### src/rtl/mips_multicycle_seq_if.sv
// Memory handshake bundle between the multicycle sequencer and instruction/data memory.
//   imem_req   : sequencer -> imem, fetch request (held until imem_ready)
//   imem_ready : imem -> sequencer, fetch data valid this cycle
//   dmem_req   : sequencer -> dmem, data access request (held until dmem_ready)
//   dmem_we    : sequencer -> dmem, 1 = store, valid while dmem_req=1
//   dmem_ready : dmem -> sequencer, data access complete this cycle
interface mips_multicycle_seq_if;
  logic imem_req;
  logic imem_ready;
  logic dmem_req;
  logic dmem_we;
  logic dmem_ready;

  modport master (
    output imem_req,
    output dmem_req,
    output dmem_we,
    input  imem_ready,
    input  dmem_ready
  );

  modport slave (
    input  imem_req,
    input  dmem_req,
    input  dmem_we,
    output imem_ready,
    output dmem_ready
  );
endinterface

### src/rtl/mips_multicycle_seq.sv
// Multicycle sequencer for the MIPS datapath: steps each instruction through
// FETCH/DECODE/EXEC/MEM/WB, emits the IR/ALU/regfile/PC strobes, runs the memory
// handshakes, traps on illegal opcodes or memory timeouts and counts retirements.
// ALU/mux selects still come from the combinational decoder beside this block.
// Ports:
//   clk, reset         rising-edge clock, synchronous active-high reset
//   i_run              execute enable, sampled at instruction boundaries
//   i_opcode, i_funct  IR[31:26] and IR[5:0], valid from DECODE onward
//   mem                memory handshake bundle (master side)
//   o_ir_we            IR load pulse (fetch ready cycle)
//   o_alu_en           ALU register enable (EXEC)
//   o_reg_we           register-file write pulse (WB)
//   o_pc_we, o_pc_sel  PC update pulse and source (0 PC+4, 1 jump, 2 jr)
//   o_busy             1 in any state except IDLE/TRAP
//   o_trap, o_bus_err  sticky trap flag, and timeout cause flag
//   o_instr_count      retired instruction count, wraps
//   o_state            IDLE=0 FETCH=1 DECODE=2 EXEC=3 MEM=4 WB=5 TRAP=7
module mips_multicycle_seq #(
  parameter int unsigned CNT_W   = 32,
  parameter int unsigned TIMEOUT = 16
) (
  input  logic                 clk,
  input  logic                 reset,
  input  logic                 i_run,
  input  logic [5:0]           i_opcode,
  input  logic [5:0]           i_funct,
  mips_multicycle_seq_if.master mem,
  output logic                 o_ir_we,
  output logic                 o_alu_en,
  output logic                 o_reg_we,
  output logic                 o_pc_we,
  output logic [1:0]           o_pc_sel,
  output logic                 o_busy,
  output logic                 o_trap,
  output logic                 o_bus_err,
  output logic [CNT_W-1:0]     o_instr_count,
  output logic [2:0]           o_state
);

  localparam logic [2:0] S_IDLE   = 3'd0;
  localparam logic [2:0] S_FETCH  = 3'd1;
  localparam logic [2:0] S_DECODE = 3'd2;
  localparam logic [2:0] S_EXEC   = 3'd3;
  localparam logic [2:0] S_MEM    = 3'd4;
  localparam logic [2:0] S_WB     = 3'd5;
  localparam logic [2:0] S_TRAP   = 3'd7;

  // Wait counter saturates at TIMEOUT, so it only needs to hold that value.
  localparam int unsigned WAIT_W = (TIMEOUT == 0) ? 1 : $clog2(TIMEOUT + 1);
  localparam logic [WAIT_W-1:0] WAIT_MAX = WAIT_W'(TIMEOUT);

  logic [2:0]        r_state;
  logic [2:0]        w_state_next;
  logic [WAIT_W-1:0] r_wait;
  logic              r_trap;
  logic              r_bus_err;
  logic [CNT_W-1:0]  r_instr_count;

  logic w_ir_we, w_alu_en, w_reg_we, w_pc_we;
  logic [1:0] w_pc_sel;
  logic w_imem_req, w_dmem_req, w_dmem_we;
  logic w_retire, w_timeout_err;

  // Instruction class decode
  logic w_is_r, w_r_alu, w_jr, w_imm, w_lw, w_sw, w_j, w_legal, w_is_jump, w_is_mem;
  always_comb begin
    w_is_r    = (i_opcode == 6'h00);
    w_r_alu   = w_is_r && (i_funct inside {6'h20, 6'h22, 6'h23, 6'h24, 6'h25, 6'h27, 6'h2A});
    w_jr      = w_is_r && (i_funct == 6'h08);
    w_imm     = i_opcode inside {6'h08, 6'h0A, 6'h0C, 6'h0D};
    w_lw      = (i_opcode == 6'h23);
    w_sw      = (i_opcode == 6'h2B);
    w_j       = (i_opcode == 6'h02);
    w_is_jump = w_j || w_jr;
    w_is_mem  = w_lw || w_sw;
    w_legal   = w_r_alu || w_jr || w_imm || w_lw || w_sw || w_j;
  end

  // The count has hit the limit with no ready this cycle (a ready in this cycle wins).
  logic w_wait_expired;
  assign w_wait_expired = (TIMEOUT != 0) && (r_wait == WAIT_MAX);

  // State register
  always_ff @(posedge clk) begin
    if (reset) r_state <= S_IDLE;
    else       r_state <= w_state_next;
  end

  // Next state and strobes
  always_comb begin
    w_state_next  = r_state;
    w_ir_we       = 1'b0;
    w_alu_en      = 1'b0;
    w_reg_we      = 1'b0;
    w_pc_we       = 1'b0;
    w_pc_sel      = 2'd0;
    w_imem_req    = 1'b0;
    w_dmem_req    = 1'b0;
    w_dmem_we     = 1'b0;
    w_retire      = 1'b0;
    w_timeout_err = 1'b0;
    case (r_state)
      S_IDLE: begin
        if (i_run) w_state_next = S_FETCH;
      end
      S_FETCH: begin
        w_imem_req = 1'b1;
        if (mem.imem_ready) begin
          w_ir_we      = 1'b1;
          w_state_next = S_DECODE;
        end else if (w_wait_expired) begin
          w_timeout_err = 1'b1;
          w_state_next  = S_TRAP;
        end
      end
      S_DECODE: begin
        w_state_next = w_legal ? S_EXEC : S_TRAP;
      end
      S_EXEC: begin
        w_alu_en = 1'b1;
        if (w_is_jump) begin
          w_pc_we  = 1'b1;
          w_pc_sel = w_j ? 2'd1 : 2'd2;
          w_retire = 1'b1;
        end else if (w_is_mem) begin
          w_state_next = S_MEM;
        end else begin
          w_state_next = S_WB;
        end
      end
      S_MEM: begin
        w_dmem_req = 1'b1;
        w_dmem_we  = w_sw;
        if (mem.dmem_ready) begin
          if (w_sw) begin
            w_pc_we  = 1'b1;
            w_retire = 1'b1;
          end else begin
            w_state_next = S_WB;
          end
        end else if (w_wait_expired) begin
          w_timeout_err = 1'b1;
          w_state_next  = S_TRAP;
        end
      end
      S_WB: begin
        w_reg_we = 1'b1;
        w_pc_we  = 1'b1;
        w_retire = 1'b1;
      end
      S_TRAP: begin
        w_state_next = S_TRAP;
      end
      default: begin
        w_state_next = S_IDLE;
      end
    endcase
    // Retirement is an instruction boundary: run is sampled here.
    if (w_retire) w_state_next = i_run ? S_FETCH : S_IDLE;
  end

  // Wait counter: clears on any state change, counts stalled memory cycles.
  always_ff @(posedge clk) begin
    if (reset) begin
      r_wait <= '0;
    end else if (w_state_next != r_state) begin
      r_wait <= '0;
    end else if (((r_state == S_FETCH) && !mem.imem_ready) ||
                 ((r_state == S_MEM) && !mem.dmem_ready)) begin
      if (r_wait != WAIT_MAX) r_wait <= r_wait + WAIT_W'(1);
    end
  end

  // Sticky trap flags and retirement counter
  always_ff @(posedge clk) begin
    if (reset) begin
      r_trap        <= 1'b0;
      r_bus_err     <= 1'b0;
      r_instr_count <= '0;
    end else begin
      if ((w_state_next == S_TRAP) && (r_state != S_TRAP)) r_trap <= 1'b1;
      if (w_timeout_err) r_bus_err <= 1'b1;
      if (w_retire) r_instr_count <= r_instr_count + CNT_W'(1);
    end
  end

  assign mem.imem_req  = w_imem_req;
  assign mem.dmem_req  = w_dmem_req;
  assign mem.dmem_we   = w_dmem_we;
  assign o_ir_we       = w_ir_we;
  assign o_alu_en      = w_alu_en;
  assign o_reg_we      = w_reg_we;
  assign o_pc_we       = w_pc_we;
  assign o_pc_sel      = w_pc_sel;
  assign o_busy        = (r_state != S_IDLE) && (r_state != S_TRAP);
  assign o_trap        = r_trap;
  assign o_bus_err     = r_bus_err;
  assign o_instr_count = r_instr_count;
  assign o_state       = r_state;

endmodule

### src/flat_wrapper.sv
// flat-port wrapper written by rule: the top's interface ports become plain ports
module mips_multicycle_seq_flat 
#(
  parameter int unsigned CNT_W   = 32,
  parameter int unsigned TIMEOUT = 16
)
  (clk, reset, i_run, i_opcode, i_funct, o_ir_we, o_alu_en, o_reg_we, o_pc_we, o_pc_sel, o_busy, o_trap, o_bus_err, o_instr_count, o_state, mem_imem_req, mem_dmem_req, mem_dmem_we, mem_imem_ready, mem_dmem_ready);
  mips_multicycle_seq_if mem_i ();
  input  logic clk;
  input  logic reset;
  input  logic i_run;
  input  logic [5:0] i_opcode;
  input  logic [5:0] i_funct;
  output logic o_ir_we;
  output logic o_alu_en;
  output logic o_reg_we;
  output logic o_pc_we;
  output logic [1:0] o_pc_sel;
  output logic o_busy;
  output logic o_trap;
  output logic o_bus_err;
  output logic [CNT_W-1:0] o_instr_count;
  output logic [2:0] o_state;
  output wire logic [$bits(mem_i.imem_req)-1:0] mem_imem_req;
  output wire logic [$bits(mem_i.dmem_req)-1:0] mem_dmem_req;
  output wire logic [$bits(mem_i.dmem_we)-1:0] mem_dmem_we;
  input wire logic [$bits(mem_i.imem_ready)-1:0] mem_imem_ready;
  input wire logic [$bits(mem_i.dmem_ready)-1:0] mem_dmem_ready;
  assign mem_imem_req = mem_i.imem_req;
  assign mem_dmem_req = mem_i.dmem_req;
  assign mem_dmem_we = mem_i.dmem_we;
  assign mem_i.imem_ready = mem_imem_ready;
  assign mem_i.dmem_ready = mem_dmem_ready;
  mips_multicycle_seq #(.CNT_W(CNT_W), .TIMEOUT(TIMEOUT)) u_core (.clk(clk), .reset(reset), .i_run(i_run), .i_opcode(i_opcode), .i_funct(i_funct), .mem(mem_i), .o_ir_we(o_ir_we), .o_alu_en(o_alu_en), .o_reg_we(o_reg_we), .o_pc_we(o_pc_we), .o_pc_sel(o_pc_sel), .o_busy(o_busy), .o_trap(o_trap), .o_bus_err(o_bus_err), .o_instr_count(o_instr_count), .o_state(o_state));
endmodule
### config.mk
export PLATFORM = sky130hd
export DESIGN_NAME = mips_multicycle_seq_flat
export DESIGN_NICKNAME = d
export VERILOG_FILES = /design/src/rtl/mips_multicycle_seq_if.sv /design/src/rtl/mips_multicycle_seq.sv /design/src/flat_wrapper.sv
export SDC_FILE = /design/constraint.sdc
export NUM_CORES = 1
export LEC_CHECK = 0
export ABC_AREA = 1
export CORE_AREA = 5 5 67 93
export DETAILED_ROUTE_END_ITERATION = 7
export DIE_AREA = 0 0 72 98
export GPL_ROUTABILITY_DRIVEN = 0
export PLACE_DENSITY = 0.84
export SETUP_SLACK_MARGIN = 0.02
export SLEW_MARGIN = 25
export SYNTH_ARGS = -nofsm -noshare
export SYNTH_HDL_FRONTEND = slang
export SYNTH_SLANG_ARGS = --single-unit
### constraint.sdc
create_clock -name clk -period 2.7 [get_ports clk]
set_clock_uncertainty 0.15 [all_clocks]
set_input_delay 0.54 -clock clk [delete_from_list [all_inputs] [get_ports clk]]
set_output_delay 0.54 -clock clk [all_outputs]
set_load 0.005 [all_outputs]
==> metrics.md, run 1 <==
| Metric | Value |
|---|---|
| CTS tree | `built` |
| Final Max Tran Viols | `0` |
| Most frequent cells in the layout | `nand2_1, nor2_1, clkdlybuf4s50_1` |
| Clk Latency, worst-skew pair | `290 ps` |
| Footprint of the multi-input gates | `0.00169 mm2` |
| Clock power share | `0.288` |
| Final-report hold violation count | `0` |
| Net Sw Frac | `0.300` |
| Mapped Area | `0.00282 mm2` |
| Global-route wire length before repair | `13.0 mm` |
| Initial core utilization | `0.525` |
| Hpwl dp | `5.95 mm` |
| Core area | `0.00537 mm2` |
| Drt wl/cell | `13.1 um` |
| Startpoint types | `flop` |
| Nets | `538` |
| Cells after Synth | `442` |
| Row count | `32` |
| CP Data Arrival Time | `1830 ps` |
| Share of flip-flops with an asynchronous set or reset | `0` |
| Post-synth top flop | `dfxtp_1` |
| Distinct cells, synth | `31` |
| Commonest non-fill, non-tap cell in the layout | `nand2_1` |
| Total negative setup slack | `0 ps` |
| Total grt overflow | `0` |
| Maximum vdd drop | `307 uV` |
| Register area share after synthesis | `0.299` |
| Tmin final | `2520 ps` |
| Area Overhead vs Synth | `30.4%` |
| Tot GR Track Use | `0.224` |
| # fillers | `488` |
| Worst-Margin Slew | `561 ps` |
| Max Freq | `397 MHz` |
| Static Leak | `1.49 nW` |
| Net Sw Power | `418 uW` |
| RSZ-0062 raised after global routing | `false` |
| Post-synth EDFFs | `0` |
| Clock buffer depth | `2` |
| Diodes inserted | `0` |
| Clk slew on worst S/H paths | `70 ps` |
| Slew Limit Headroom | `0.623` |
| Clk root buf | `clkbuf_8` |
| Reg area | `842 um2` |
| Vias per std cell | `5.38` |
| Yosys warns | `0` |
| Critical Path Fanout Max | `11` |
| Largest net degree at the start of global routing | `33` |
| H-tree depth | `2` |
| Top post-synthesis cells by area | `dfxtp_1, nand2_1, nor2_1` |
| MaxCap Viol Count | `0` |
| Die W | `72 um` |
| Status | `complete, no violations` |
| Worst EP required | `2010 ps` |
| Top cell type by total area after synthesis | `dfxtp_1` |
| Final Cycle Share | `0.932` |
| Sequential Power Share | `0.477` |
| Hold crit path type | `flop to flop` |
| Vias in the first global route | `3006` |
| Comb power frac | `0.235` |
| Vias | `3148` |
| Syn Area/Cell | `6.37 um2` |
| Final Util | `0.684` |
| R2R setup slack | `430 ps` |
| P_int | `974 uW` |
| Post-Syn Nets | `462` |
| Final setup vio count | `0` |
| TritonCTS Sinks | `42` |
| Crit Path Class | `flop to primary output` |
| Remaining antenna violation count | `0` |
| TritonRoute pass-1 iters | `5` |
| Initial antenna violation count | `0` |
| Initial DRC Count | `217` |
| # DRC | `0` |
| Layout cell share with drive strength beyond 1 | `0.110` |
| Proportion of netlist area held by the largest area contributor | `0.299` |
| Die area | `0.00706 mm2` |
| Number of placed I/O pins | `64` |
| Post-Route WL | `7.69 mm` |
| Cts hold-fix bufs | `0` |
| Flip-flop and latch count after synthesis | `42` |
| Power Density | `380 mW/mm2` |
| Die outline height | `98 um` |
| Inserted Clock Buffers | `5` |
| PortBufs | `63` |
| CP Capture Type | `primary output` |
[flip-flops by register name, indices dropped and copies added, names as in the netlist]
signal                cells
u_core.o_bus_err          1
u_core.o_instr_count     32
u_core.o_state            3
u_core.o_trap             1
u_core.r_wait             5
[worst max-delay path: stages, from the launching register on]
cell and delay [ps]:
dfxtp_1 640, inv_2 170, a21boi_0 190, clkdlybuf4s50_1 540
[cell families (layout without fill, tap and decap cells)]
| family | after synthesis | after routing | synth area share |
|---|---|---|---|
| buffers and inverters | 66 | 141 | 0.105 |
| AND/OR/NAND/NOR | 265 | 265 | 0.434 |
| adder cells (fa/ha/maj) | 3 | 3 | 0.0133 |
| flip-flops | 42 | 42 | 0.299 |
| XOR/XNOR | 20 | 20 | 0.0622 |
| AO/OA/AOI/OAI | 46 | 46 | 0.0867 |
[metrics by stage]
stage | hold WS, ps | worst slack (ps) | cells | power, mW | cell area (um2)
after floorplan | 297 | 623 | 442 | 0.875 | 2820
after global placement | 290 | -80.4 | 577 | 0.993 | 3560
after detailed placement | 294 | -110 | 577 | 1.00 | 3560
after CTS | 306 | 21.2 | 585 | 1.40 | 3660
after global routing | 348 | 43.9 | 585 | 1.47 | 3670
final | 302 | 183 | 585 | 1.39 | 3670
[power groups by stage]
stage	logic (mW)	clock network (mW)	registers, mW
finish	0.327	0.401	0.664
detailed placement	0.325	0	0.677
global placement	0.316	0	0.677
floorplan	0.214	0	0.661
CTS	0.327	0.410	0.663
global route	0.361	0.437	0.667
[timing repair]
item,4_1_cts,5_1_grt
resized for setup,9,7
buffers inserted,2,0
endpoints found under the hold margin,0,0
pin swaps,4,2
endpoints found under the setup margin,4,9
[cell usage after synthesis (3+ instances only)]
cell,n
a21oi_1,33
and3_1,4
buf_6,5
clkbuf_1,4
dfxtp_1,42
ha_1,3
inv_1,49
inv_2,5
nand2_1,111
nand2_2,6
nand3_1,29
nand3_2,3
nand3b_1,3
nand4_1,14
nor2_1,64
nor2_4,5
nor3_1,18
nor3_2,4
o21ai_0,5
o21ai_1,4
xnor2_1,4
xor2_1,16
[final cells by class]
class,count,share of cell area
multi-input combinational,334,0.461
sequential,42,0.229
timing repair buffer,80,0.207
inverter,55,0.0569
clock buffer,6,0.0225
tap,68,0.0232
[worst paths after layout]
path | start | endpoint | cells past startpoint
max reg2reg | u_core.o_instr_count[0] | u_core.o_instr_count[14] | 8
min | u_core.o_bus_err | u_core.o_bus_err | 2
min reg2reg | u_core.o_bus_err | u_core.o_bus_err | 2
max | u_core.o_state[2] | o_busy | 3
[routing by layer]
| layer | part of all wire | wire (um) | GRT usage | vias to the layer above |
|---|---|---|---|---|
| li1 | - | - | - | 1566 |
| met1 | 0.38 | 2930 | 0.238 | 1452 |
| met2 | 0.53 | 4070 | 0.416 | 107 |
| met3 | 0.054 | 419 | 0.0371 | 23 |
| met4 | 0.036 | 277 | 0.109 | 0 |
| met5 | 0 | 0 | 0 | - |
Power figures use the tool's default switching activity.
==> run 2: changes to the inputs <==
Settings changed: CORE_AREA 5 5 67 93 to 5 5 82 115, DIE_AREA 0 0 72 98 to 0 0 87 120, PLACE_DENSITY 0.84 to not set, SETUP_SLACK_MARGIN 0.02 to not set.
==> run 2 against run 1 <==
Cell count rose by 7.4%; total power up 19%; register-to-register slack improved by 30 ps; first-iteration DRC count down 45%; critical endpoint is now o_pc_we.
==> metrics.md, run 2 (same netlist as run 1, synthesis figures left out) <==
| Metric | Value |
|---|---|
| Status | `complete, no violations` |
| Row count | `40` |
| Final Util | `0.463` |
| Core area | `0.00836 mm2` |
| Power Density | `430 mW/mm2` |
| Reg2reg path depth | `8` |
| Clk root buf | `clkbuf_16` |
| FF-to-FF Start | `u_core.o_instr_count[0]` |
| Largest net degree at the start of global routing | `25` |
| Final Cycle Share | `0.956` |
| TritonCTS Sinks | `42` |
| Nets | `542` |
| Max reg flops | `32` |
| Initial core utilization | `0.337` |
| Die area | `0.0104 mm2` |
| Initial DRC Count | `119` |
| Slew Limit Headroom | `0.654` |
| TritonRoute pass-1 iters | `4` |
| Clock buffer depth | `2` |
| Drt wl/cell | `12.8 um` |
| Vias per std cell | `4.81` |
| Clk Latency, worst-skew pair | `290 ps` |
| Worst EP required | `2010 ps` |
| End of the critical path | `o_pc_we` |
| CTS tree | `built` |
| Post-Route WL | `8.02 mm` |
| Startpoint types | `primary input` |
| CP Data Arrival Time | `1890 ps` |
| Static Leak | `1.55 nW` |
| Layout cell share with drive strength beyond 1 | `0.126` |
| Final-report hold violation count | `0` |
| Setup crit start | `i_funct[3]` |
| Die outline height | `120 um` |
| Clk slew on worst S/H paths | `60 ps` |
| R2R setup slack | `460 ps` |
| Footprint of the multi-input gates | `0.00172 mm2` |
| Tot GR Track Use | `0.160` |
| # DRC | `0` |
| Diodes inserted | `0` |
| Area Overhead vs Synth | `37.4%` |
| Hold WS | `303 ps` |
| Reg-to-Reg End | `u_core.o_instr_count[22]` |
| Hpwl dp | `6.36 mm` |
| Critical Path Fanout Max | `2` |
| Hold crit path type | `flop to flop` |
| Vias | `3022` |
| Remaining antenna violation count | `0` |
| Initial antenna violation count | `0` |
| Inserted Clock Buffers | `5` |
| Tmin final | `2580 ps` |
| Maximum vdd drop | `247 uV` |
| Total grt overflow | `0` |
| PortBufs | `63` |
| Number of placed I/O pins | `64` |
| CP Capture Type | `primary output` |
| RSZ-0062 raised after global routing | `false` |
| Final Power | `1.66 mW` |
| Most frequent cells in the layout | `nand2_1, nor2_1, clkdlybuf4s50_1` |
| # fillers | `852` |
| Die W | `87 um` |
| Final setup vio count | `0` |
| H-tree depth | `2` |
| MaxCap Viol Count | `0` |
| Max Freq | `388 MHz` |
| Cts hold-fix bufs | `0` |
| Final Max Tran Viols | `0` |
| Global-route wire length before repair | `13.4 mm` |
| Crit Path Class | `primary input to primary output` |
| Vias in the first global route | `2916` |
| Worst-Margin Slew | `515 ps` |
| Reg area | `842 um2` |
| Commonest non-fill, non-tap cell in the layout | `nand2_1` |
-- run 2: critical path: stages --
cell and delay (ps):
clkdlybuf4s50_1 480, inv_1 70, nor2_2 110, nand3_1 80
nor2_1 90, nand2_1 70, buf_4 150, nand3_2 90
clkdlybuf4s15_1 220
-- run 2: layout make-up --
| class | instances | area share |
|---|---|---|
| Timing Repair Buffer | 84 | 0.206 |
| Inverter | 55 | 0.0540 |
| Sequential cell | 42 | 0.218 |
| Clock buffer | 8 | 0.0430 |
| Tap cell | 105 | 0.0340 |
| Multi-Input combinational cell | 334 | 0.445 |
-- run 2: worst min path at each step --
stage	slack [ps]	from	to	depth (start not counted)
finish	300	u_core.o_bus_err	u_core.o_bus_err	2
detailed placement	290	u_core.o_bus_err	u_core.o_bus_err	2
floorplan	300	u_core.o_bus_err	u_core.o_bus_err	2
CTS	300	u_core.o_bus_err	u_core.o_bus_err	2
global placement	300	u_core.o_bus_err	u_core.o_bus_err	2
global route	350	u_core.o_trap	u_core.o_trap	2
-- run 2: metal layers --
layer | GRT usage | routed length, um | share of wire | vias to the layer above
met3 | 0.0337 | 399 | 0.050 | 14
met4 | 0.0789 | 196 | 0.024 | 0
met2 | 0.282 | 4160 | 0.52 | 76
li1 | - | - | - | 1577
met1 | 0.178 | 3260 | 0.41 | 1355
met5 | 0 | 0 | 0 | -
-- run 2: report_power, final --
group	switching [mW]	total, mW	leakage [nW]	internal (mW)
clock network	0.245	0.663	0.0832	0.419
logic	0.186	0.333	1.13	0.148
registers	0.0324	0.666	0.339	0.634
total	0.463	1.66	1.55	1.20
-- run 2: what timing repair did --
action / in CTS / in global routing
endpoints found under the setup margin: 4 / 6
gates cloned: 0 / 0
pin swaps: 2 / 4
resized for setup: 8 / 13
setup buffers: 2 / 0
-- run 2: metrics by stage --
| stage | instance area, um2 | setup TNS (ps) | std cells | setup slack, ps |
|---|---|---|---|---|
| 2_1_floorplan | 2820 | 0 | 442 | 623 |
| 5_1_grt | 3870 | 0 | 628 | 25.2 |
| 3_3_place_gp | 3630 | -273 | 618 | -138 |
| 6_report | 3870 | 0 | 628 | 120 |
| 3_5_place_dp | 3630 | -539 | 618 | -165 |
| 4_1_cts | 3830 | -7.27 | 628 | -7.27 |
